`config.mk`:
```
export PLATFORM = sky130hd
export DESIGN_NAME = regfile_sb
export DESIGN_NICKNAME = d
export VERILOG_FILES = /design/src/rtl/regfile_sb.sv
export SDC_FILE = /design/constraint.sdc
export NUM_CORES = 1
export LEC_CHECK = 0
export CAP_MARGIN = 5
export CORE_MARGIN = 4
export CORE_UTILIZATION = 40
export DETAILED_ROUTE_END_ITERATION = 10
export PLACE_DENSITY = 0.57
export SYNTH_ARGS = -nofsm -noshare
export SYNTH_HDL_FRONTEND = slang
export SYNTH_SLANG_ARGS = --single-unit
```
`constraint.sdc`:
```
create_clock -name clk -period 3.4 [get_ports clk]
set_input_delay 0.51 -clock clk [delete_from_list [all_inputs] [get_ports clk]]
set_output_delay 0.51 -clock clk [all_outputs]
set_load 0.005 [all_outputs]
```
`src/rtl/regfile_sb.sv`:
```
// ---------------------------------------------------------------------------
// regfile_sb
//
// Purpose:
//    Parametrised register file with NRD combinational read ports, one
//    writeback port with same-cycle write-to-read bypass, and a per-register
//    pending-write scoreboard.  The RF stage marks a destination pending on
//    issue and stalls any operand whose pending bit is set.  The WB stage
//    clears it on writeback.  A pipeline flush clears every pending bit.
//
// Configuration macro:
//    REGFILE_SB_ZERO_REG_EN - when defined, register 0 is hard-wired to zero.
//                             Writes to it are ignored, bypass is suppressed
//                             for address 0, and issue to it is ignored.
//                             When undefined, register 0 is ordinary.
//
// Parameters:
//    DW    data width in bits
//    NREG  number of registers (power of two, >= 2)
//    NRD   number of read ports (>= 1)
//    AW    register address width (derived)
//    CW    width of the pending-register count (derived)
//
// Ports:
//    clk       rising-edge clock
//    rst       asynchronous active-low reset
//    rd_addr   read addresses, port i at [i*AW +: AW]
//    rd_data   read data, port i at [i*DW +: DW] (combinational)
//    rd_busy   per-port operand-pending flag (stall request)
//    wr_en     writeback strobe
//    wr_addr   writeback register
//    wr_data   writeback data
//    iss_en    mark iss_addr pending
//    iss_addr  destination register being issued
//    flush     clear all pending bits
//    busy      registered scoreboard vector
//    n_busy    registered population count of busy
//    iss_err   sticky flag: issue to an already-pending register
// ---------------------------------------------------------------------------
module regfile_sb #(
   parameter  int DW   = 16,
   parameter  int NREG = 8,
   parameter  int NRD  = 2,
   localparam int AW   = $clog2(NREG),
   localparam int CW   = $clog2(NREG + 1)
) (
   input  logic                clk,
   input  logic                rst,
   input  logic [NRD*AW-1:0]   rd_addr,
   output logic [NRD*DW-1:0]   rd_data,
   output logic [NRD-1:0]      rd_busy,
   input  logic                wr_en,
   input  logic [AW-1:0]       wr_addr,
   input  logic [DW-1:0]       wr_data,
   input  logic                iss_en,
   input  logic [AW-1:0]       iss_addr,
   input  logic                flush,
   output logic [NREG-1:0]     busy,
   output logic [CW-1:0]       n_busy,
   output logic                iss_err
);

   logic [DW-1:0]   r_mem [NREG];
   logic [NREG-1:0] r_busy;
   logic [CW-1:0]   r_nBusy;
   logic            r_issErr;

   logic [NREG-1:0] w_busyNext;
   logic [CW-1:0]   w_nBusyNext;
   logic            w_issErrNext;
   logic            w_wrAllowed;
   logic            w_issAllowed;
   logic            w_wrClearsIss;

   // Qualified write and issue strobes.  With the zero register enabled,
   // anything aimed at address 0 is dropped here, so storage, bypass and the
   // scoreboard all see register 0 as a constant that is never pending.
`ifdef REGFILE_SB_ZERO_REG_EN
   assign w_wrAllowed  = wr_en  && (wr_addr  != '0);
   assign w_issAllowed = iss_en && (iss_addr != '0);
`else
   assign w_wrAllowed  = wr_en;
   assign w_issAllowed = iss_en;
`endif

   // A writeback to the register being re-issued retires the old producer
   // in the same cycle, so that re-issue is legal and must not flag an error.
   assign w_wrClearsIss = w_wrAllowed && (wr_addr == iss_addr);

   // Register storage.  Flush has no effect here: a writeback in a flush
   // cycle still lands, because it belongs to an older, committed producer.
   always_ff @(posedge clk or negedge rst) begin
      if (!rst) begin
         for (int i = 0; i < NREG; i++) begin
            r_mem[i] <= '0;
         end
      end else if (w_wrAllowed) begin
         r_mem[wr_addr] <= wr_data;
      end
   end

   // Next-state scoreboard.  Per register the priority is flush, then issue,
   // then writeback; issue is applied after the write clear so that an issue
   // and a write to the same register leave it pending for the new producer.
   always_comb begin
      w_busyNext   = r_busy;
      w_issErrNext = r_issErr;
      if (flush) begin
         w_busyNext = '0;
      end else begin
         if (w_wrAllowed) begin
            w_busyNext[wr_addr] = 1'b0;
         end
         if (w_issAllowed) begin
            w_busyNext[iss_addr] = 1'b1;
            if (r_busy[iss_addr] && !w_wrClearsIss) begin
               w_issErrNext = 1'b1;
            end
         end
      end
   end

   // Population count of the next-state vector, so the registered count is
   // always consistent with the registered busy vector.
   always_comb begin
      w_nBusyNext = '0;
      for (int i = 0; i < NREG; i++) begin
         w_nBusyNext = w_nBusyNext + CW'(w_busyNext[i]);
      end
   end

   // Scoreboard state registers.  iss_err is sticky until reset.
   always_ff @(posedge clk or negedge rst) begin
      if (!rst) begin
         r_busy   <= '0;
         r_nBusy  <= '0;
         r_issErr <= 1'b0;
      end else begin
         r_busy   <= w_busyNext;
         r_nBusy  <= w_nBusyNext;
         r_issErr <= w_issErrNext;
      end
   end

   assign busy    = r_busy;
   assign n_busy  = r_nBusy;
   assign iss_err = r_issErr;

   // Read ports.  A same-cycle writeback to the addressed register is
   // forwarded and the operand is reported ready, since its value is now
   // on the write bus.  Otherwise storage and the pending bit are used.
   for (genvar p = 0; p < NRD; p++) begin : g_rdPort
      logic [AW-1:0] w_addr;
      logic          w_hit;

      assign w_addr = rd_addr[p*AW +: AW];
      assign w_hit  = w_wrAllowed && (wr_addr == w_addr);

      assign rd_data[p*DW +: DW] = w_hit ? wr_data : r_mem[w_addr];
      assign rd_busy[p]          = w_hit ? 1'b0    : r_busy[w_addr];
   end

endmodule

```
-- Word level (Yosys, flattened, before mapping)
Index checks and enable logic that the tools add are counted.
- div/mod/pow operators: 0
- bitwise logic cells: 7
- reduce and logical (&&, ||, !) cells: 9
- multiplexer cells: 27
- $mul: 0
- equal/unequal tests: 3
- add/subtract/negate cells: 7
- $lt $le $gt $ge: 10
- shift operators: 0
- operators by type and width (cell ; count):
    128-bit bitwise mux ; 1
    16-bit two-way mux ; 7
    16-bit binary-select mux with 3-bit select ; 2
    16-bit demux with 3-bit select ; 1
    8-bit two-way mux ; 4
    4-bit by 1-bit adder with 4-bit output ; 4
    3-bit by 4-bit < comparator with 1-bit output (second input constant) ; 4
    4-bit greater-or-equal comparator (second input constant) ; 3
    3-bit NOT with 4-bit output ; 3
    1-bit binary-select mux with 3-bit select ; 3
    3-bit == test ; 3
    8-bit bitwise AND ; 1
    8-bit NOT ; 1
    8-bit bitwise OR ; 1
    1-bit logical AND ; 7
    1-bit two-way mux ; 7
    1-bit demux with 3-bit select ; 2
    3-bit by 1-bit greater-or-equal comparator with 1-bit output (second input constant) ; 2
    3-bit by 1-bit adder with 4-bit output ; 1
    4-bit by 1-bit < comparator with 1-bit output (second input constant) ; 1
    2-bit by 1-bit adder with 3-bit output ; 1
    3-bit AND reduction ; 1
    1-bit by 1-bit adder with 2-bit output ; 1
    1-bit zero test ; 1
    1-bit NOT ; 1
- ROM bits: 0
- input bits: 33
- RAM bits: 0
- memories: 0
- register bits after elaboration: 141
- output and inout port bits: 47
- latch bits: 0

-- Longest topological paths before layout
Gate-level depths: netlist of the first run.
- depth after elaboration: 18
- gate-level depth with buffers: 15
- mapped depth without buffers: 12

-- Worst setup path before layout of the first run
OpenSTA, ideal clock, no wires.
- kind: input to register
- from: in wr_addr[0]
- to: reg r_nBusy[2] (netlist: n_busy[2])
- arrival: 3.787 ns
- library setup time: 0.123 ns
- stages: 15
- setup slack: -0.509 ns
- required time: 3.277 ns
- path through: buf_2 -> nor4bb_1 -> buf_2 -> buf_2 -> o32a_1 -> nor2_1 -> fa_1 -> inv_1 -> fa_1 -> inv_1 -> fa_1 -> ha_1 -> inv_1 -> fa_1 -> xnor2_1
- longest elaborated chain between the ends: 18
- elaborated cells between the ends (all ways): 19
- RTL lines (item ; line ; RTL):
    start: declaration ; 53 ; input logic [AW-1:0] wr_addr,
    3-bit by 4-bit < comparator with 1-bit output (not written as such) / 3-bit by 1-bit greater-or-equal comparator with 1-bit output (equally long branches) ; 112 ; w_busyNext[wr_addr] = 1'b0;
    1-bit logical AND (not written as such) ; 112 ;
    1-bit two-way mux (not written as such) ; 112 ;
    1-bit demux with 3-bit select (*) ; 112 ;
    8-bit NOT (no line) (*) ; n/a ;
    8-bit bitwise AND (no line) (*) ; n/a ;
    8-bit two-way mux (*) ; 111 ; if (w_wrAllowed) begin
    8-bit two-way mux (*) ; 108 ; if (flush) begin
    8-bit bitwise OR (no line) ; n/a ;
    8-bit two-way mux (*) ; 114 ; if (w_issAllowed) begin
    8-bit two-way mux (*) ; 108 ;
    via w_busyNext[1] ; 68 ; logic [NREG-1:0] w_busyNext;
    1-bit by 1-bit adder with 2-bit output (*) ; 128 ; w_nBusyNext = w_nBusyNext + CW'(w_busyNext[i]);
    2-bit by 1-bit adder with 3-bit output (*) ; 128 ;
    3-bit by 1-bit adder with 4-bit output (*) ; 128 ;
    4-bit by 1-bit adder with 4-bit output (*) (4 in series) ; 128 ;
    via w_nBusyNext[2] ; 69 ; logic [CW-1:0] w_nBusyNext;
    end signal: assignment ; 140 ; r_nBusy <= w_nBusyNext;
    end: declaration ; 65 ; logic [CW-1:0] r_nBusy;
Mark *: on every way through the listed nets, which the timed path passes. The rest lies on a longest branch. The select of a mux whose other input is x is not followed.
A chain may end at the register's enable or synchronous reset.

-- Final worst setup path of the first run
- from: in iss_addr[2]
- to: reg r_nBusy[1] (netlist: n_busy[1])
- longest elaborated chain between the ends: 14
- elaborated cells between the ends (all ways): 15
- RTL lines (item ; line ; RTL):
    start: declaration ; 56 ; input logic [AW-1:0] iss_addr,
    3-bit by 4-bit < comparator with 1-bit output (not written as such) / 3-bit by 1-bit greater-or-equal comparator with 1-bit output (equally long branches) ; 115 ; w_busyNext[iss_addr] = 1'b1;
    1-bit logical AND (not written as such) ; 115 ;
    1-bit two-way mux (not written as such) ; 115 ;
    1-bit demux with 3-bit select (*) ; 115 ;
    8-bit bitwise OR (no line) (*) ; n/a ;
    8-bit two-way mux (*) ; 114 ;
    8-bit two-way mux (*) ; 108 ;
    via w_busyNext[1] ; 68 ;
    1-bit by 1-bit adder with 2-bit output (*) ; 128 ;
    2-bit by 1-bit adder with 3-bit output (*) ; 128 ;
    3-bit by 1-bit adder with 4-bit output (*) ; 128 ;
    4-bit by 1-bit adder with 4-bit output (*) (4 in series) ; 128 ;
    via w_nBusyNext[1] ; 69 ;
Mark *: on every way through the listed nets, which the timed path passes. The rest lies on a longest branch.

==> results.yml, run 1 <==
logic_synthesis:
  synth_seq_cells: 141
  syn_avg_cell_area_um2: 15.6
  synth_cell_types: 33
  synthCells: 538
  yosysTopAreaCellShare_pct: 42.1
  yosys_warnings: 0
  mappedNetlistNets: 578
  yosysSeqAreaShare_pct: 42.1
  synth_top_area_cell: "dfrtp_1"
  yosys-top-cells-area: "dfrtp_1 (42%), mux2_2 (25%), mux4_1 (18%)"
  netlist_area_um2: 8380
clocking:
  clock_path_buffers: 2
  clkTransAtPathRegs_ns: 0.06
  clock-root-buffer: "clkbuf_16"
  numCtsBuffers: 17
  h-tree-depth: 4
  cts_sinks: 141
  cts_tree: "yes"
  clk_latency_ns: 0.42
route:
  antenna_left: 0
  vias: 5225
  routedWlPerCell_um: 23.6
  vias_per_cell: 5.79
  drt-initial-drc-count: 278
  routed_wirelength_mm: 21.4
  firstDrtPassIters: 4
  route.detailed.drc: 0
floorplan:
  num_rows: 52
  die_y_um: 153
  start_util_pct: 41.0
  pin_count: 80
  die_x_um: 153
  design.core.area_um2: 20400
  die_area_um2: 23300
outcome:
  status: "finished, final reports clean"
final_layout:
  drive_gt1_share_pct: 46.8
  post-route-cell-area_um2: 10200
  mostFrequentLayoutCells: "mux2_2 (188), dfrtp_1 (141), clkdlybuf4s50_1 (68)"
  final_nets: 663
  area_delta_synth_final_pct: 21.9
  antenna_cells: 0
  layout_commonest_cell: "mux2_2"
  utilization_pct: 50.0
power_and_ir_drop:
  peakVddDrop_v: 0.000328
  leakage_nw: 4.36
  power_per_cell_area_nw_per_um2: 529
  power_w: 0.00540
  power_frac_comb_pct: 27.7
  p_sw_share_pct: 25.6
  p_sw_w: 0.00138
  p_int_w: 0.00401
  p_seq_share_pct: 41.9
  clkPwrFrac_pct: 30.4
worst_setup_path:
  slowest_delay_ns: 0.44
  critPathTopFamily: "adder cells"
  cp-end-kind: "flop"
  crit_chain: "dlygate4sd2_1 > buf_4 > o32a_1 > nor2_1 > fa_1 > inv_1 > fa_1 > inv_1 > fa_1 > ha_2 > inv_2 > fa_1 > inv_1"
  critPathBufInv: 6
  crit_path_top_delay_cell: "fa_1"
  crit_arrival_ns: 3.63
  crit_type: "in2reg"
  crit_required_ns: 3.77
  crit_path_start_kind: "input port"
  worst-path-max-fanout: 5
  crit_top_cell: "fa_1"
sta:
  rsz0062_at_grt: "no"
  clock.fmax_mhz: 306
  setup-tns-final_ns: 0
  finalClockSkew_ns: 0.00578
  maxSlewHeadroom_pct: 55.7
  setup_viol: 0
  maxSlewViolCount: 0
  finalHoldViolCount: 0
  finalWorstSetupSlack_ns: 0.133
  finalCritPeriodShare_pct: 96.1
  period_needed_ns: 3.27
  worstMarginPinSlew_ns: 0.665
global_routing:
  grt_use_total_pct: 18.8
  grt_pass1_vias: 5673
  grt_pass1_wl_mm: 33.8
  grt_max_degree: 67
  overflow: 0
  antenna_found_initial: 0
worst_hold_path:
  hold_class: "in2async"
place:
  post-place-ws_ns: -0.732
  io_buffers: 79
  gp_congestion: 0.847
  dp.final_hpwl_mm: 13.0
  place_area_um2: 9670
run:
  maxCapViolCount: 0
sequential cells by signal (all words and copies together) (netlist names):
register / cells
busy: 8
r_mem: 128
iss_err: 1
n_busy: 4
layout make-up:
class | instances | area, µm²
fill | 1784 | 10200
multi-input combinational | 331 | 4590
sequential | 141 | 3530
timing repair buffer | 123 | 1210
clock buffer | 21 | 470
tap | 270 | 338
clock inverter | 8 | 45.0
inverter | 9 | 33.8
cells in the mapped netlist, drive strengths merged:
master	instances
ha	3
a311oi	1
nand3	2
buf	43
inv	9
nor2	3
a22oi	1
nor2b	4
a32oi	1
a21o	2
a41o	1
a21oi	7
nand2	8
nor4b	1
nand2b	3
mux4	68
mux2i	4
nand4b	3
mux2	194
and2	2
nor4bb	3
clkbuf	14
dfrtp	141
xnor2	10
nand4	5
o32a	1
fa	4
cells by family (layout without fill, tap and decap cells):
logic type / Yosys count / count (layout) / synth area share [%]
compound gates: 14 / 14 / 1.14
simple gates: 34 / 34 / 2.58
buf+inv: 66 / 161 / 4.05
fa+ha+maj: 7 / 7 / 1.40
mux: 266 / 266 / 47.7
flops: 141 / 141 / 42.1
xor+xnor: 10 / 10 / 1.05
per-layer routing:
metal | vias to the layer above | track usage, % | wire length [µm]
met5 | - | 0 | 0
met4 | 0 | 5.77 | 350
met3 | 34 | 3.69 | 875
met2 | 132 | 31.3 | 10800
met1 | 2783 | 24.9 | 9330
li1 | 2276 | - | -
worst paths after layout:
path | startpoint | end | slack (ns) | depth (start not counted)
max | iss_addr[2] | n_busy[1] | 0.13 | 13
min | rst | r_mem[2] | 0.10 | 1
max reg2reg | busy[3] | n_busy[1] | 0.19 | 11
min reg2reg | r_mem[102] | r_mem[102] | 0.52 | 1
max in group asynchronous | rst | r_mem[12] | 2.47 | 2
min in group clk | r_mem[102] | r_mem[102] | 0.52 | 1
metrics by stage:
stage | std cells | hold WS [ns]
2_1_floorplan | 538 | 0.214
3_3_place_gp | 871 | 0.466
3_5_place_dp | 871 | 0.500
4_1_cts | 901 | 0.109
5_1_grt | 903 | 0.148
6_report | 903 | 0.100
power by group through the flow:
stage	clock [W]	combinational (W)	sequential (W)
final	0.00164	0.00149	0.00226
after global routing	0.00176	0.00162	0.00231
after CTS	0.00168	0.00151	0.00226
after detailed placement	0	0.00151	0.00229
after global placement	0	0.00147	0.00227
after floorplan	0	0.00100	0.00219
repair_timing:
action | 4_1_cts | 5_1_grt
pin swaps | 2 | 4
setup buffers | 1 | 2
gates resized for setup | 10 | 13
endpoints found under the setup margin | 2 | 2
hold buffers | 0 | 0
cloned | 0 | 0
No activity file was read; power rests on OpenSTA's default activity.
==> run 2: changes to the inputs <==
Settings changed: ABC_CLOCK_PERIOD_IN_PS set to 3400.
==> results of run 2 <==
The final DEF is identical to that of run 1; final timing and power are the same.
